$ cat config.mk
export PLATFORM = sky130hd
export DESIGN_NAME = adder_exhaustive_tester
export DESIGN_NICKNAME = d
export VERILOG_FILES = /design/src/rtl/adder_exhaustive_tester.sv
export SDC_FILE = /design/constraint.sdc
export NUM_CORES = 1
export LEC_CHECK = 0
export ABC_CLOCK_PERIOD_IN_PS = 5100
export CAP_MARGIN = 20
export CORE_ASPECT_RATIO = 1.5
export CORE_MARGIN = 2
export CORE_UTILIZATION = 53
export CTS_BUF_LIST = sky130_fd_sc_hd__clkbuf_8 sky130_fd_sc_hd__clkbuf_16
export DETAILED_ROUTE_END_ITERATION = 8
export HOLD_SLACK_MARGIN = 0.08
export PLACE_DENSITY = 0.83
export SLEW_MARGIN = 20
export SYNTH_ARGS = -nofsm -noshare
export SYNTH_HDL_FRONTEND = slang
export SYNTH_SLANG_ARGS = --single-unit
export TNS_END_PERCENT = 100
$ cat constraint.sdc
create_clock -name clk -period 5.1 [get_ports clk]
set_input_delay 1.53 -clock clk [delete_from_list [all_inputs] [get_ports clk]]
set_output_delay 1.53 -clock clk [all_outputs]
set_load 0.02 [all_outputs]
$ cat src/rtl/adder_exhaustive_tester.sv
// On-chip exhaustive checker for a combinational W-bit adder: sweeps every {cin, b, a},
// samples the adder's sum after a programmable settle time and reports verdict and first failure.
module adder_exhaustive_tester #(
    parameter int WIDTH       = 4,
    parameter int SETTLE      = 1,
    parameter int STOP_ON_ERR = 0
) (
    input  logic                 clk,
    input  logic                 rst,
    input  logic                 start,
    output logic [WIDTH-1:0]     dut_a,
    output logic [WIDTH-1:0]     dut_b,
    output logic                 dut_cin,
    input  logic [WIDTH:0]       dut_sum,
    output logic                 busy,
    output logic                 done,
    output logic                 pass,
    output logic [2*WIDTH+1:0]   err_count,
    output logic [2*WIDTH:0]     first_err_vec,
    output logic [WIDTH:0]       first_err_sum
);

    // state   | meaning
    // IDLE    | waiting for start; results of the last run held
    // DRIVE   | vector on the adder inputs, settle counter running
    // CHECK   | adder output compared against reference at exit edge
    // FINISH  | one-cycle done pulse, verdict valid

    localparam int VW = 2*WIDTH + 1;
    localparam int EW = 2*WIDTH + 2;
    localparam int CW = (SETTLE > 1) ? $clog2(SETTLE) : 1;
    localparam logic [CW-1:0] CNT_LOAD = CW'(SETTLE - 1);

    typedef enum logic [1:0] {
        S_IDLE   = 2'd0,
        S_DRIVE  = 2'd1,
        S_CHECK  = 2'd2,
        S_FINISH = 2'd3
    } state_t;

    state_t          r_state;
    state_t          w_state_nxt;

    logic [VW-1:0]   r_vec;
    logic [CW-1:0]   r_cnt;
    logic [EW-1:0]   r_err;
    logic [VW-1:0]   r_first_vec;
    logic [WIDTH:0]  r_first_sum;
    logic            r_pass;

    logic [VW-1:0]   w_vec_nxt;
    logic [CW-1:0]   w_cnt_nxt;
    logic [EW-1:0]   w_err_nxt;
    logic [VW-1:0]   w_first_vec_nxt;
    logic [WIDTH:0]  w_first_sum_nxt;
    logic            w_pass_nxt;

    logic [WIDTH:0]  w_ref;
    logic            w_mismatch;
    logic            w_last;
    logic            w_stop;

    // Reference carries the full WIDTH+1 result so a dropped carry-out is caught.
    assign w_ref = {1'b0, r_vec[WIDTH-1:0]}
                 + {1'b0, r_vec[2*WIDTH-1:WIDTH]}
                 + {{WIDTH{1'b0}}, r_vec[2*WIDTH]};

    assign w_mismatch = (w_ref != dut_sum);
    assign w_last     = (r_vec == {VW{1'b1}});
    assign w_stop     = (STOP_ON_ERR != 0) && w_mismatch;

    always_ff @(posedge clk) begin
        if (rst) begin
            r_state <= S_IDLE;
        end else begin
            r_state <= w_state_nxt;
        end
    end

    always_comb begin
        w_state_nxt     = r_state;
        w_vec_nxt       = r_vec;
        w_cnt_nxt       = r_cnt;
        w_err_nxt       = r_err;
        w_first_vec_nxt = r_first_vec;
        w_first_sum_nxt = r_first_sum;
        w_pass_nxt      = r_pass;
        busy            = 1'b0;
        done            = 1'b0;

        case (r_state)
            S_IDLE: begin
                if (start) begin
                    w_vec_nxt       = '0;
                    w_cnt_nxt       = CNT_LOAD;
                    w_err_nxt       = '0;
                    w_first_vec_nxt = '0;
                    w_first_sum_nxt = '0;
                    w_pass_nxt      = 1'b0;
                    w_state_nxt     = S_DRIVE;
                end
            end

            S_DRIVE: begin
                busy = 1'b1;
                if (r_cnt == '0) begin
                    w_state_nxt = S_CHECK;
                end else begin
                    w_cnt_nxt = r_cnt - CW'(1);
                end
            end

            S_CHECK: begin
                busy = 1'b1;
                if (w_mismatch) begin
                    w_err_nxt = r_err + EW'(1);
                    if (r_err == '0) begin
                        w_first_vec_nxt = r_vec;
                        w_first_sum_nxt = dut_sum;
                    end
                end
                if (w_last || w_stop) begin
                    // Verdict registered on entry so it is already valid during done.
                    w_pass_nxt  = (r_err == '0) && !w_mismatch;
                    w_state_nxt = S_FINISH;
                end else begin
                    w_vec_nxt   = r_vec + VW'(1);
                    w_cnt_nxt   = CNT_LOAD;
                    w_state_nxt = S_DRIVE;
                end
            end

            S_FINISH: begin
                done        = 1'b1;
                w_state_nxt = S_IDLE;
            end

            default: begin
                w_state_nxt = S_IDLE;
            end
        endcase
    end

    always_ff @(posedge clk) begin
        if (rst) begin
            r_vec       <= '0;
            r_cnt       <= '0;
            r_err       <= '0;
            r_first_vec <= '0;
            r_first_sum <= '0;
            r_pass      <= 1'b0;
        end else begin
            r_vec       <= w_vec_nxt;
            r_cnt       <= w_cnt_nxt;
            r_err       <= w_err_nxt;
            r_first_vec <= w_first_vec_nxt;
            r_first_sum <= w_first_sum_nxt;
            r_pass      <= w_pass_nxt;
        end
    end

    assign dut_a         = r_vec[WIDTH-1:0];
    assign dut_b         = r_vec[2*WIDTH-1:WIDTH];
    assign dut_cin       = r_vec[2*WIDTH];
    assign pass          = r_pass;
    assign err_count     = r_err;
    assign first_err_vec = r_first_vec;
    assign first_err_sum = r_first_sum;

endmodule

Word level (Yosys, flattened, before mapping). Cells that the tools add are included.

$add $sub $neg: 5. Equality and inequality tests: 11. Mux-type cells: 25. Reductions and logical operators: 13.

Operators with widths (count): two-way mux 9 bit (4); case mux 9 bit (2 select lines) (2); two-way mux 10 bit (2); case mux 10 bit (2 select lines) (1); two-way mux 5 bit (3); inequality test 2 bit, second input constant (6); AND reduction 3 bit (4); adder 10 x 1 -> 10 bit, second input constant (1); zero test 10 bit (1); case mux 5 bit (2 select lines) (1); adder 9 x 1 -> 9 bit, second input constant (1); equality test 9 bit, second input constant (1); case mux 2 bit (4 select lines) (1); two-way mux 1 bit (6); two-way mux 2 bit (3); adder 4 x 4 -> 5 bit (1); adder 5 x 1 -> 5 bit (1); inequality test 5 bit (1); equality test 2 bit, second input constant (2); AND reduction 4 bit (1); case mux 1 bit (3 select lines) (1); nonzero test 3 bit (1); equality test 2 x 1 -> 1 bit, second input constant (1); zero test 2 bit (1); other kinds (7) (7).

Flip-flop bits (word level): 37. Output and inout bits: 36. Logic and storage cells: 61.

Longest topological paths before layout.
Word-level depth: 7. Mapped depth: 9.

Least setup slack after synthesis. OpenSTA, ideal clock, no wires.

Kind: input to register. Start point: in dut_sum[2]. End point: reg r_pass, in the netlist pass. Library setup time: 0.071 ns. Arrival: 2.920 ns. Path slack: 2.109 ns. Stages on the path: 5. Path buffers: 0. Cell sequence: xnor3_1 -> nand4_1 -> or3_1 -> or4_1 -> a21oi_1.

Cells in the longest elaborated chain, start to end: 5.

RTL lines: start: declaration (RTL line 14) `input logic [WIDTH:0] dut_sum,`; inequality test 5 bit (RTL line 68) `assign w_mismatch = (w_ref != dut_sum);`; zero test 1 bit (RTL line 124) `w_pass_nxt = (r_err == '0) && !w_mismatch;`; logical AND 1 bit (RTL line 124); two-way mux 1 bit (RTL line 122) `if (w_last || w_stop) begin`; case mux 1 bit (2 select lines) (RTL line 91) `case (r_state)`; end signal: assignment (RTL line 158) `r_pass <= w_pass_nxt;`; end: declaration (RTL line 49) `logic r_pass;`.

No other way between the ends. The select of a mux whose other input is x is not followed. A chain may end at the register's enable or synchronous reset.

Final worst setup path.
Start point: in dut_sum[2]. End point: reg r_err[2], in the netlist err_count[2].

Cells in the longest elaborated chain, start to end: 3.

RTL lines: inequality test 5 bit (RTL line 68); inequality test 2 bit (no source line); AND reduction 3 bit (no source line); end signal: assignment (RTL line 155) `r_err <= w_err_nxt;`; end: declaration (RTL line 46) `logic [EW-1:0] r_err;`.

No other way between the ends.

==> out/results.ini <==
[layout]
syn_to_final_growth_pct=30.6
layout_commonest_cell=clkdlybuf4s50_1
diodes=0
fin_cells=288
multi_input_area_um2=1040
final_cell_mix=clkdlybuf4s50_1 (43), dfxtp_1 (36), nor2_1 (33), a22oi_1 (16), a21oi_1 (12)
register_area_um2=721
drive_gt1_share_pct=6.91
final_nets=266
fin_util_pct=71.0
design_area_um2=2380
fillCellCount=260

[worst_setup_path]
crit_family=compound AO/OA/AOI/OAI gates
path_cells=clkdlybuf4s50_1 -> xnor3_1 -> nand4_1 -> nor3_2 -> a21oi_1 -> o21ai_0 -> a32o_1
crit_buf_inv=1
slowest_delay_ns=0.72
rrSetupSlack_ns=1.76
worstSetupStartpointType=primary input
worstPathArrival_ns=3.84
cp_max_fo=11
critPathKind=in -> reg
cp-end-kind=flop
cp_slowest_cell=a21oi_1
crit_required_ns=5.28

[die]
io_pins=44
fp.dieW_um=51.9
core-area_um2=3350
rows=26
initial_core_util_pct=54.4
die_h_um=75.8
dieArea_um2=3930

[place]
place_inst=280
hpwl_um=3080
portBuffers=43
post_dp_cell_area_um2=2280
place.gp.congestion=0.904
dp_slack_ns=1.19

[sta]
finalCriticalPeriod_ns=3.66
fin_hold_ws_ns=0.476
maxSlewViolCount=0
tns_ns=0
period_share_pct=71.7
relSlewSlack_pct=41.3
clock_skew_ns=0.00240
tightest_slew_ns=0.880
worst_slack_ns=1.44
setup_viol=0
fmax_mhz=273
hold_viol=0
rsz0062_at_grt=no

[status]
status=finished clean

[route]
drt-total-wl_um=4230
drt_first_pass_iters=4
vias=1662
drt_iter0_drc=48
drc=0
detail-route-antenna-nets=0
wire_per_inst_um=14.7
vias_per_cell=5.77

[power]
leakage_nw=0.900
vdd_drop_max_mv=0.235
p_per_area_nw_per_um2=260
power_mw=0.619

[global_route]
grt_use_total_pct=23.3
grt_max_degree=24
grt_pass1_wl_um=6870
gr-total-overflow=0
first_global_vias=1496
antenna_found_initial=0

[yosys]
synth_cell_type_count=40
ys_ff_latch=36
synth_nets=222
synth_cells=201
yosysWarnings=0
syn_avg_cell_area_um2=9.06
ys_seq_area_share_pct=39.6
synthesis.area_um2=1820

[hold_path]
min_path_type=reg -> reg

[clocking]
clockBufferDepth=2
root_buffer=clkbuf_8
clkSlewWorstSetupHoldPaths_ns=0.07
h-tree-depth=2
cts_buffers=5
cts_setup_buffers=0
cts_sinks=36
cts_tree=done
holdBufCountCts=0
insertion_delay_ns=0.29
cts_resized=0

[run]
maxCapViolCount=0

[per-layer routing]
layer	part of all wire, %	GRT usage (%)
met5	0	0
met4	3.1	10.8
met3	5.8	5.10
met2	49	39.8
met1	42	27.6
[registers in the layout, summed over array words and instances (netlist names)]
| signal | count |
|---|---|
| r_state | 2 |
| first_err_sum | 5 |
| err_count | 10 |
| r_vec | 9 |
| pass | 1 |
| first_err_vec | 9 |
[cell usage after synthesis]
cell       count  area, um^2
nor3_2         1        10.0
a21oi_1       12        60.1
nand3_1        3        15.0
mux2_2         1        11.3
a311oi_1       2        17.5
a41o_1         2        20.0
and2_1         1        6.26
o21ai_0        4        20.0
inv_1          9        33.8
nor2_1        33         124
nor3_1         4        20.0
nand4_1        6        37.5
xor2_1         6        52.6
or3_1          3        18.8
o22a_1         1        8.76
a2111oi_4      1        27.5
and3_1         4        25.0
nor4_1         1        6.26
xnor3_1        1        22.5
fa_1           2        40.0
or4_1          1        7.51
a211oi_1       3        22.5
nor4b_1        1        8.76
ha_1          11         138
dfxtp_1       36         721
clkbuf_1       4        15.0
nand2_1        9        33.8
o21ai_1        1        5.00
nor2b_1        1        6.26
nand2b_1       3        18.8
buf_2          3        15.0
mux2i_1        2        20.0
xnor2_1        7        61.3
a32o_1         1        10.0
o21ai_2        1        8.76
a21bo_2        1        10.0
a22oi_1       16         120
o21a_1         1        7.51
and3_2         1        7.51
a21o_2         1        8.76
[path summary, 6_finish.rpt]
check,startpoint,to,depth (start not counted)
worst max-delay path,dut_sum[2],err_count[2]$_SDFFE_PP0P_,7
worst min register to register,pass$_SDFFE_PP0P_,pass$_SDFFE_PP0P_,2
worst min-delay path,pass$_SDFFE_PP0P_,pass$_SDFFE_PP0P_,2
worst max register to register,r_vec[0]$_SDFFE_PP0P_,err_count[2]$_SDFFE_PP0P_,8
[power breakdown]
| part | total [mW] | internal [mW] | switching (mW) | leakage (nW) |
|---|---|---|---|---|
| Combinational | 0.116 | 0.0424 | 0.0737 | 0.559 |
| Clock | 0.209 | 0.108 | 0.101 | 0.0510 |
| Sequential | 0.294 | 0.287 | 0.00658 | 0.291 |
[kinds of logic (layout without fill, tap and decap cells)]
kind of cell / after synthesis / after routing / share of synthesized area (%)
simple gates: 72 / 72 / 19.0
compound gates: 47 / 47 / 19.0
flops: 36 / 36 / 39.6
buf+inv: 16 / 61 / 3.50
xor+xnor: 14 / 14 / 7.49
fa+ha+maj: 13 / 13 / 9.75
mux: 3 / 3 / 1.72
[area by class of cell]
class                      instances  area share [%]
clock buffer                       6            3.47
multi-input combinational        149            43.8
inverter                           9            1.42
clock inverter                     2           0.421
tap                               42            2.21
sequential                        36            30.3
timing repair buffer              44            18.4
[worst min-delay path: stages (launching register included)]
cell and delay [ns]:
dfxtp_1 0.32, nand2_1 0.06, a21oi_1 0.05
No activity file was read; power rests on OpenSTA's default activity.
